`src/rtl/tube_pkg.sv`:
```
// -----------------------------------------------------------------------------
// tube_pkg
// Shared definitions for the register-3 feeder: FSM state encoding, the
// default strobe/settle timings and the width of the shared phase timer.
// -----------------------------------------------------------------------------
package tube_pkg;

  localparam int unsigned STROBE_CYCLES_DEF = 2;
  localparam int unsigned SETTLE_CYCLES_DEF = 1;

  // Phase timer must hold STROBE_CYCLES-1 (max 14) and 2+SETTLE_CYCLES-1 (max 16).
  localparam int unsigned CNT_W = 5;

  typedef enum logic [2:0] {
    IDLE       = 3'd0,
    WAIT_SPACE = 3'd1,
    SETUP      = 3'd2,
    STROBE     = 3'd3,
    HOLD       = 3'd4,
    RECOVER    = 3'd5,
    DONE       = 3'd6
  } feeder_state_e;

  // States in which the register-3 data select is asserted.
  function automatic logic sel_active(feeder_state_e s);
    return (s == SETUP) || (s == STROBE) || (s == HOLD);
  endfunction

endpackage

```
`src/rtl/ph_reg3_feeder_if.sv`:
```
// -----------------------------------------------------------------------------
// ph_reg3_feeder_if
// Bundles the source byte stream and the register-3 parasite bus.
//   s_data/s_valid/s_ready : byte source handshake (source -> feeder)
//   p_data/p_selectData/p_westb_b/p_full : register-3 write port and full flag
// master = feeder side, slave = source + register-3 side.
// -----------------------------------------------------------------------------
interface ph_reg3_feeder_if;

  logic [7:0] s_data;
  logic       s_valid;
  logic       s_ready;

  logic [7:0] p_data;
  logic       p_selectData;
  logic       p_westb_b;
  logic       p_full;

  modport master (
    input  s_data, s_valid, p_full,
    output s_ready, p_data, p_selectData, p_westb_b
  );

  modport slave (
    output s_data, s_valid, p_full,
    input  s_ready, p_data, p_selectData, p_westb_b
  );

endinterface

```
`src/rtl/tube_sync2.sv`:
```
// -----------------------------------------------------------------------------
// tube_sync2
// Two-flop synchroniser with asynchronous active-low reset to RST_VAL.
//   i_clk   : destination clock
//   i_rst_b : async reset, active low
//   i_d     : asynchronous input
//   o_q     : synchronised output
// -----------------------------------------------------------------------------
module tube_sync2 #(
  parameter logic RST_VAL = 1'b1
) (
  input  logic i_clk,
  input  logic i_rst_b,
  input  logic i_d,
  output logic o_q
);

  logic r_meta;
  logic r_sync;

  always_ff @(posedge i_clk or negedge i_rst_b) begin
    if (!i_rst_b) begin
      r_meta <= RST_VAL;
      r_sync <= RST_VAL;
    end else begin
      r_meta <= i_d;
      r_sync <= r_meta;
    end
  end

  assign o_q = r_sync;

endmodule

```
`src/rtl/ph_reg3_feeder.sv`:
```
// -----------------------------------------------------------------------------
// ph_reg3_feeder
// Feeds a block of bytes from a valid/ready source into the register-3
// parasite FIFO, one strobed write per byte, pacing on the synchronised
// register-3 full flag.
//
// Ports:
//   p_clk         : parasite-side clock
//   h_rst_b       : async reset, active low
//   start         : one-cycle request to begin a block transfer
//   byte_count    : bytes to transfer (sampled with start)
//   one_byte_mode : register-3 V-flag mode (sampled with start)
//   abort         : level request to end the transfer early
//   busy          : transfer in progress
//   done          : one-cycle completion pulse
//   aborted       : qualifies done, set when ended by abort
//   err           : one-cycle pulse on a rejected start
//   remaining     : bytes still to be written
//   bus           : source stream + register-3 bus (master side)
//
// state      | meaning
// IDLE       | waiting for start
// WAIT_SPACE | waiting for register-3 space and a source byte
// SETUP      | byte presented, select high, strobe high, source byte accepted
// STROBE     | write strobe low for STROBE_CYCLES
// HOLD       | strobe released, data/select held past the latch edge
// RECOVER    | select low while the full flag crosses the synchroniser
// DONE       | completion pulse
// -----------------------------------------------------------------------------
module ph_reg3_feeder
  import tube_pkg::*;
#(
  parameter int unsigned STROBE_CYCLES = STROBE_CYCLES_DEF,
  parameter int unsigned SETTLE_CYCLES = SETTLE_CYCLES_DEF
) (
  input  logic                  p_clk,
  input  logic                  h_rst_b,
  input  logic                  start,
  input  logic [15:0]           byte_count,
  input  logic                  one_byte_mode,
  input  logic                  abort,
  output logic                  busy,
  output logic                  done,
  output logic                  aborted,
  output logic                  err,
  output logic [15:0]           remaining,
  ph_reg3_feeder_if.master      bus
);

  localparam logic [CNT_W-1:0] STB_LOAD = CNT_W'(STROBE_CYCLES - 1);
  localparam logic [CNT_W-1:0] REC_LOAD = CNT_W'(2 + SETTLE_CYCLES - 1);

  feeder_state_e    r_state;
  feeder_state_e    w_next;
  logic [CNT_W-1:0] r_cnt;
  logic [CNT_W-1:0] w_cnt_nxt;
  logic [15:0]      r_rem;
  logic             r_abort_pend;

  logic             r_westb_b;
  logic             r_sel;
  logic             r_s_ready;
  logic [7:0]       r_p_data;
  logic             r_busy;
  logic             r_done;
  logic             r_aborted;
  logic             r_err;

  logic             w_full_s;
  logic             w_zero_req;
  logic             w_odd_req;
  logic             w_start_ok;
  logic             w_load;
  logic             w_dec;
  logic             w_finish;

  tube_sync2 #(.RST_VAL(1'b1)) u_full_sync (
    .i_clk   (p_clk),
    .i_rst_b (h_rst_b),
    .i_d     (bus.p_full),
    .o_q     (w_full_s)
  );

  // Mode only matters for start validation: two-byte mode needs an even count.
  assign w_zero_req = start && (byte_count == 16'd0);
  assign w_odd_req  = start && !one_byte_mode && byte_count[0];
  assign w_start_ok = start && !w_zero_req && !w_odd_req;

  // Abort is a level but may drop before the byte in flight finishes,
  // so the pending flag keeps it until RECOVER can act on it.
  assign w_finish = (r_rem == 16'd0) || abort || r_abort_pend;

  always_comb begin
    w_next    = r_state;
    w_cnt_nxt = r_cnt;
    w_load    = 1'b0;
    w_dec     = 1'b0;
    case (r_state)
      IDLE: begin
        if (w_start_ok) begin
          w_next = WAIT_SPACE;
          w_load = 1'b1;
        end
      end
      WAIT_SPACE: begin
        if (abort) begin
          w_next = DONE;
        end else if (!w_full_s && bus.s_valid) begin
          w_next = SETUP;
        end
      end
      SETUP: begin
        w_next    = STROBE;
        w_cnt_nxt = STB_LOAD;
      end
      STROBE: begin
        if (r_cnt == '0) begin
          w_next = HOLD;
          w_dec  = 1'b1;
        end else begin
          w_cnt_nxt = r_cnt - 1'b1;
        end
      end
      HOLD: begin
        w_next    = RECOVER;
        w_cnt_nxt = REC_LOAD;
      end
      RECOVER: begin
        if (r_cnt == '0) begin
          if (w_finish) begin
            w_next = DONE;
          // Same test WAIT_SPACE would make, taken here so back-to-back
          // bytes run at the minimum per-byte period.
          end else if (!w_full_s && bus.s_valid) begin
            w_next = SETUP;
          end else begin
            w_next = WAIT_SPACE;
          end
        end else begin
          w_cnt_nxt = r_cnt - 1'b1;
        end
      end
      DONE: begin
        w_next = IDLE;
      end
      default: begin
        w_next = IDLE;
      end
    endcase
  end

  always_ff @(posedge p_clk or negedge h_rst_b) begin
    if (!h_rst_b) begin
      r_state      <= IDLE;
      r_cnt        <= '0;
      r_rem        <= 16'd0;
      r_abort_pend <= 1'b0;
    end else begin
      r_state <= w_next;
      r_cnt   <= w_cnt_nxt;
      if (w_load) begin
        r_rem <= byte_count;
      end else if (w_dec) begin
        r_rem <= r_rem - 16'd1;
      end
      if (r_state == IDLE) begin
        r_abort_pend <= 1'b0;
      end else if (abort) begin
        r_abort_pend <= 1'b1;
      end
    end
  end

  // Bus and status outputs are registered decodes of the next state so
  // that strobe and select come straight from flops.
  always_ff @(posedge p_clk or negedge h_rst_b) begin
    if (!h_rst_b) begin
      r_westb_b <= 1'b1;
      r_sel     <= 1'b0;
      r_s_ready <= 1'b0;
      r_p_data  <= 8'h00;
      r_busy    <= 1'b0;
      r_done    <= 1'b0;
      r_aborted <= 1'b0;
      r_err     <= 1'b0;
    end else begin
      r_westb_b <= (w_next != STROBE);
      r_sel     <= sel_active(w_next);
      r_s_ready <= (w_next == SETUP);
      // Data is captured as SETUP is entered so it is stable for a full
      // cycle before the strobe falls; the source holds it until s_ready.
      if ((w_next == SETUP) && (r_state != SETUP)) begin
        r_p_data <= bus.s_data;
      end
      r_busy    <= (w_next != IDLE);
      r_done    <= (w_next == DONE) || ((r_state == IDLE) && w_zero_req);
      r_aborted <= (w_next == DONE) && (r_state != IDLE) && (abort || r_abort_pend);
      r_err     <= (r_state == IDLE) && w_odd_req;
    end
  end

  assign bus.p_westb_b    = r_westb_b;
  assign bus.p_selectData = r_sel;
  assign bus.s_ready      = r_s_ready;
  assign bus.p_data       = r_p_data;
  assign busy             = r_busy;
  assign done             = r_done;
  assign aborted          = r_aborted;
  assign err              = r_err;
  assign remaining        = r_rem;

endmodule

```
`src/flat_wrapper.sv`:
```
// flat-port wrapper written by rule: the top's interface ports become plain ports
module ph_reg3_feeder_flat import tube_pkg::*;
#(
  parameter int unsigned STROBE_CYCLES = STROBE_CYCLES_DEF,
  parameter int unsigned SETTLE_CYCLES = SETTLE_CYCLES_DEF
)
  (p_clk, h_rst_b, start, byte_count, one_byte_mode, abort, busy, done, aborted, err, remaining, bus_s_data, bus_s_valid, bus_p_full, bus_s_ready, bus_p_data, bus_p_selectData, bus_p_westb_b);
  ph_reg3_feeder_if bus_i ();
  input  logic p_clk;
  input  logic h_rst_b;
  input  logic start;
  input  logic [15:0] byte_count;
  input  logic one_byte_mode;
  input  logic abort;
  output logic busy;
  output logic done;
  output logic aborted;
  output logic err;
  output logic [15:0] remaining;
  input wire logic [$bits(bus_i.s_data)-1:0] bus_s_data;
  input wire logic [$bits(bus_i.s_valid)-1:0] bus_s_valid;
  input wire logic [$bits(bus_i.p_full)-1:0] bus_p_full;
  output wire logic [$bits(bus_i.s_ready)-1:0] bus_s_ready;
  output wire logic [$bits(bus_i.p_data)-1:0] bus_p_data;
  output wire logic [$bits(bus_i.p_selectData)-1:0] bus_p_selectData;
  output wire logic [$bits(bus_i.p_westb_b)-1:0] bus_p_westb_b;
  assign bus_i.s_data = bus_s_data;
  assign bus_i.s_valid = bus_s_valid;
  assign bus_i.p_full = bus_p_full;
  assign bus_s_ready = bus_i.s_ready;
  assign bus_p_data = bus_i.p_data;
  assign bus_p_selectData = bus_i.p_selectData;
  assign bus_p_westb_b = bus_i.p_westb_b;
  ph_reg3_feeder #(.STROBE_CYCLES(STROBE_CYCLES), .SETTLE_CYCLES(SETTLE_CYCLES)) u_core (.p_clk(p_clk), .h_rst_b(h_rst_b), .start(start), .byte_count(byte_count), .one_byte_mode(one_byte_mode), .abort(abort), .busy(busy), .done(done), .aborted(aborted), .err(err), .remaining(remaining), .bus(bus_i));
endmodule
```
`config.mk`:
```
export PLATFORM = sky130hd
export DESIGN_NAME = ph_reg3_feeder_flat
export DESIGN_NICKNAME = d
export VERILOG_FILES = /design/src/rtl/tube_pkg.sv /design/src/rtl/ph_reg3_feeder_if.sv /design/src/rtl/tube_sync2.sv /design/src/rtl/ph_reg3_feeder.sv /design/src/flat_wrapper.sv
export SDC_FILE = /design/constraint.sdc
export NUM_CORES = 1
export LEC_CHECK = 0
export ABC_AREA = 1
export CORE_ASPECT_RATIO = 0.9
export CORE_MARGIN = 1
export CORE_UTILIZATION = 49
export DETAILED_ROUTE_END_ITERATION = 8
export PLACE_DENSITY = 0.8
export SKIP_CTS_REPAIR_TIMING = 1
export SYNTH_ARGS = -nofsm -noshare
export SYNTH_HDL_FRONTEND = slang
export SYNTH_SLANG_ARGS = --single-unit
```
`constraint.sdc`:
```
create_clock -name p_clk -period 2 [get_ports p_clk]
set_input_delay 0.4 -clock p_clk [delete_from_list [all_inputs] [get_ports p_clk]]
set_output_delay 0.4 -clock p_clk [all_outputs]
set_load 0.005 [all_outputs]
```
==> results.md <==
- After synthesis, the largest family of logic cells by area is simple AND/OR/NAND/NOR gates.
- The setup path with the least slack is of type flip-flop to flip-flop.
- Headroom to the max-slew limit came out at 50.8%.
- The final max-slew violation count is 0.
- Of the total synthesized cell area, the portion taken by XOR and XNOR cells is 3.55%.
- The worst hold path belongs to the class primary input to asynchronous set/reset pin.
- The global-route wire length before repair is 9860 um.
- After legalization and detailed placement, the total HPWL measured 4530 um.
- In this run the number of cells on the critical path is 11.
- The share of the Yosys chip area taken by registers is 42.7%.
- The number of failing hold endpoints at the final stage was 0.
- The overall die area is 0.00533 mm2.
- The tool flagged a number of max-cap violations equal to 0.
- The total wirelength of the detailed-routed design is 5850 um.
- Counting both buffers and inverters, the worst setup path holds a total of 2.
- The number of rows in the core area is 24.
- The share of synthesized area in the top cell type comes to 39.5%.
- In the final design database the tool counted 414 nets.
- The number of antenna diodes is 0.
- The number of DRC violations after detailed routing is 0.
- The fraction of the mapped netlist area in compound gates is 10.5%.
- Registers take 0.00105 mm2.
- The clock transition at the registers of the reported paths is 0.09 ns.
- The count of nets left with antenna violations once routing finished came out at 0.
- The core outline area is 0.00483 mm2.
- After synthesis the cells add up to 0.00247 mm2.
- Walking the worst path, the cells encountered are inv_1, ha_1, nand2_2, nor2_8, a21oi_4, nor2_1, nand2_1, inv_1, nand2_2, o21bai_1, nand2_1.
- Timing would allow up to 549 MHz.
- The flow ran to the end, and the final reports show no timing, DRC or antenna violations.
- The total of flip-flops plus latches after synthesis is 42.
- The average wire length per cell after detail routing is 13.1 um.
- For the worst setup path, the data arrival time is 2.01 ns.
- In the layout the commonest cells are sky130_fd_sc_hd__nand2_1, sky130_fd_sc_hd__clkdlybuf4s50_1, sky130_fd_sc_hd__dfrtp_1, sky130_fd_sc_hd__nor2_1, sky130_fd_sc_hd__inv_1.
- CTS placed an instance of sky130_fd_sc_hd__clkbuf_8 at the clock tree root.
- The worst setup path is captured at a flip-flop.
- The number of nets produced by synthesis is 332.
- Entering global routing, the biggest net connects 33 pins.
- Yosys attributes the largest share of cell area to sky130_fd_sc_hd__dfrtp_1, sky130_fd_sc_hd__nand2_1, sky130_fd_sc_hd__nor2_1, sky130_fd_sc_hd__nand3_1, sky130_fd_sc_hd__inv_1.
- The fraction of final layout cells sized beyond drive strength 1 is 19.4%.
- Of all nets on the critical path, the largest fanout is 11.
- The initial antenna violation count is 0.
- The number of global-route vias before repair is 2159.
- Setup repair after global routing left no endpoint under its margin.
- The share of synthesized cell area in and, or, nand and nor gates is 34.4%.
- The number of standard cells after synthesis is 298.
- The number of filler cells placed in the layout is 397.
- Measured along the y axis, the die boundary spans 69.3 um.
- The number of warnings reported in the yosys synthesis log is 0.
- The worst-case IR drop observed on VDD is 0.000895 V.
- The portion of netlist area occupied by mux cells is 0%.
- For the worst setup path, the data required time is 2.19 ns.
- The slowest cell on the critical path is sky130_fd_sc_hd__dfrtp_1.
- The leading area contributor after synthesis is sky130_fd_sc_hd__dfrtp_1.
- For the worst flop-to-flop path, the logic depth is 11.
- The most common cell after layout, fill and taps aside is sky130_fd_sc_hd__nand2_1.
- The number of H-tree branching levels is 2.
- Subtracting the final worst setup slack from the clock period gives 1.82 ns.
- At the later pin of the worst-skew pair, clock insertion delay measures 0.30 ns.
- For this run, the total global-route usage over all layers was measured as 23.6%.
- Setup violations remaining at the end of the flow were counted as 0.
- The final route contains 2253 vias.
- CTS saw 42 sinks.
- From synthesis to final layout, the design area changed by 38.5%.
- The initial utilization of the core area, before any placement, comes to 51.1%.
- The worst-case clock skew is 0.00754 ns.
- The per-instance average area after synthesis is 8.28 um2.
- The netlist uses 36 different library cells.
- The congestion estimate from routability-driven global placement came to 0.826.
- The maximum buffer depth of the clock tree is 2.
- The post-route cell area is 0.00342 mm2.
- The multi-input combinational cells in the finished layout cover a total of 0.00124 mm2.
- The summed negative setup slack over all endpoints is 0 ns.
- Measured along the x axis, the die boundary spans 76.8 um.
- The worst setup path is launched from a flip-flop.
- Summed over all cells, the static leakage comes to 0.00155 uW.
- The port buffer count is 61.
- The number of buffers created by CTS is 5.
- The share of synthesized cell area in full adder, half adder and majority cells is 1.52%.
- At the pin with the least slew margin, the transition time is 0.738 ns.
- The worst stage delay on the critical path is 0.38 ns.
- 62 I/O pins were placed.
- The total overflow left after global routing is 0.
- Summing all placed instances gives a cell area of 0.00327 mm2.
- The kind of cell with the highest combined delay on the critical path is simple AND/OR/NAND/NOR gates.
- For this design the ratio of total power to cell area is 1570 mW/mm2.
- For this run, the detailed router's first-pass iteration total came to 4.
- Using the TritonRoute via totals, the vias-per-cell ratio works out to 5.05.
- TritonCTS built the clock tree.
- The number of DRC markers after the initial detailed-route iteration is 108.
- Of the available clock period, the critical path in the final layout requires 91.0%.
==> stage by stage <==
step | hold WS (ns) | utilization [%] | setup WS, ns | total power, uW | cells
2_1_floorplan | 0.104 | - | 0.334 | 3380 | 298
3_3_place_gp | 0.346 | 67.5 | 0.0107 | 4410 | 438
3_5_place_dp | 0.349 | 67.5 | -0.0720 | 4500 | 438
4_1_cts | 0.178 | 70.4 | 0.109 | 5340 | 446
5_1_grt | 0.212 | 70.7 | 0.0124 | 5790 | 446
6_report | 0.152 | 70.7 | 0.179 | 5350 | 446
==> cell families after synthesis <==
kind of cell               Yosys count
AOI/OAI and AO/OA                   36
xor gates and xnor gates            10
and+or+nand+nor                    164
adders and majority gates            3
DFF                                 42
buffers and inverters               43
==> report_power, final <==
part	switching, uW	internal (uW)	leakage, uW	total, uW
registers	339	1240	0.000514	1580
clock network	310	500	0.0000683	810
logic	1590	1380	0.000971	2970
total	2240	3110	0.00155	5350
==> layer usage <==
layer / GRT usage (%) / share of wire [%]
met1: 31.9 / 47
met3: 4.61 / 4.3
met2: 38.3 / 48
met5: 0 / 0
met4: 7.05 / 1.0
==> registers in the layout, summed over array words and instances, names as in the netlist, 3 cells and up <==
name / flops
u_core.r_cnt: 5
u_core.bus.p_data: 8
u_core.r_state: 3
u_core.remaining: 16
==> synthesized netlist by cell type (all sizes together) <==
cell	n
a21oi	7
a31oi	1
buf	3
dfrtp	39
dfstp	3
ha	3
inv	40
nand2	82
nand3	28
nand4	3
nor2	43
nor3	7
nor3b	1
o211ai	5
o21a	1
o21ai	8
o21bai	9
o221ai	2
o22ai	1
o311ai	1
o31ai	1
xnor2	4
xor2	6
==> area by class of cell <==
cell class                      instances  share of cell area (%)
Tap cell                               65                    2.38
Multi-Input combinational cell        213                    36.4
Sequential cell                        42                    30.8
Clock inverter                          3                    2.01
Clock buffer                            5                    2.01
Timing Repair Buffer                   78                    21.8
Inverter                               40                    4.54
==> worst paths after layout <==
kind / startpoint / to / slack [ns]
worst max register to register: u_core.r_cnt[0] / u_core.bus.p_data[1] / 0.18
worst max-delay path: u_core.r_cnt[0] / u_core.bus.p_data[1] / 0.18
worst min-delay path: h_rst_b / u_core.r_cnt[2] / 0.15
max in group asynchronous: h_rst_b / u_core.bus.p_selectData / 1.21
min in group p_clk: u_core.u_full_sync.r_meta / u_core.u_full_sync.o_q / 0.36
worst min register to register: u_core.u_full_sync.r_meta / u_core.u_full_sync.o_q / 0.36
(Power assumes the default switching activity.)
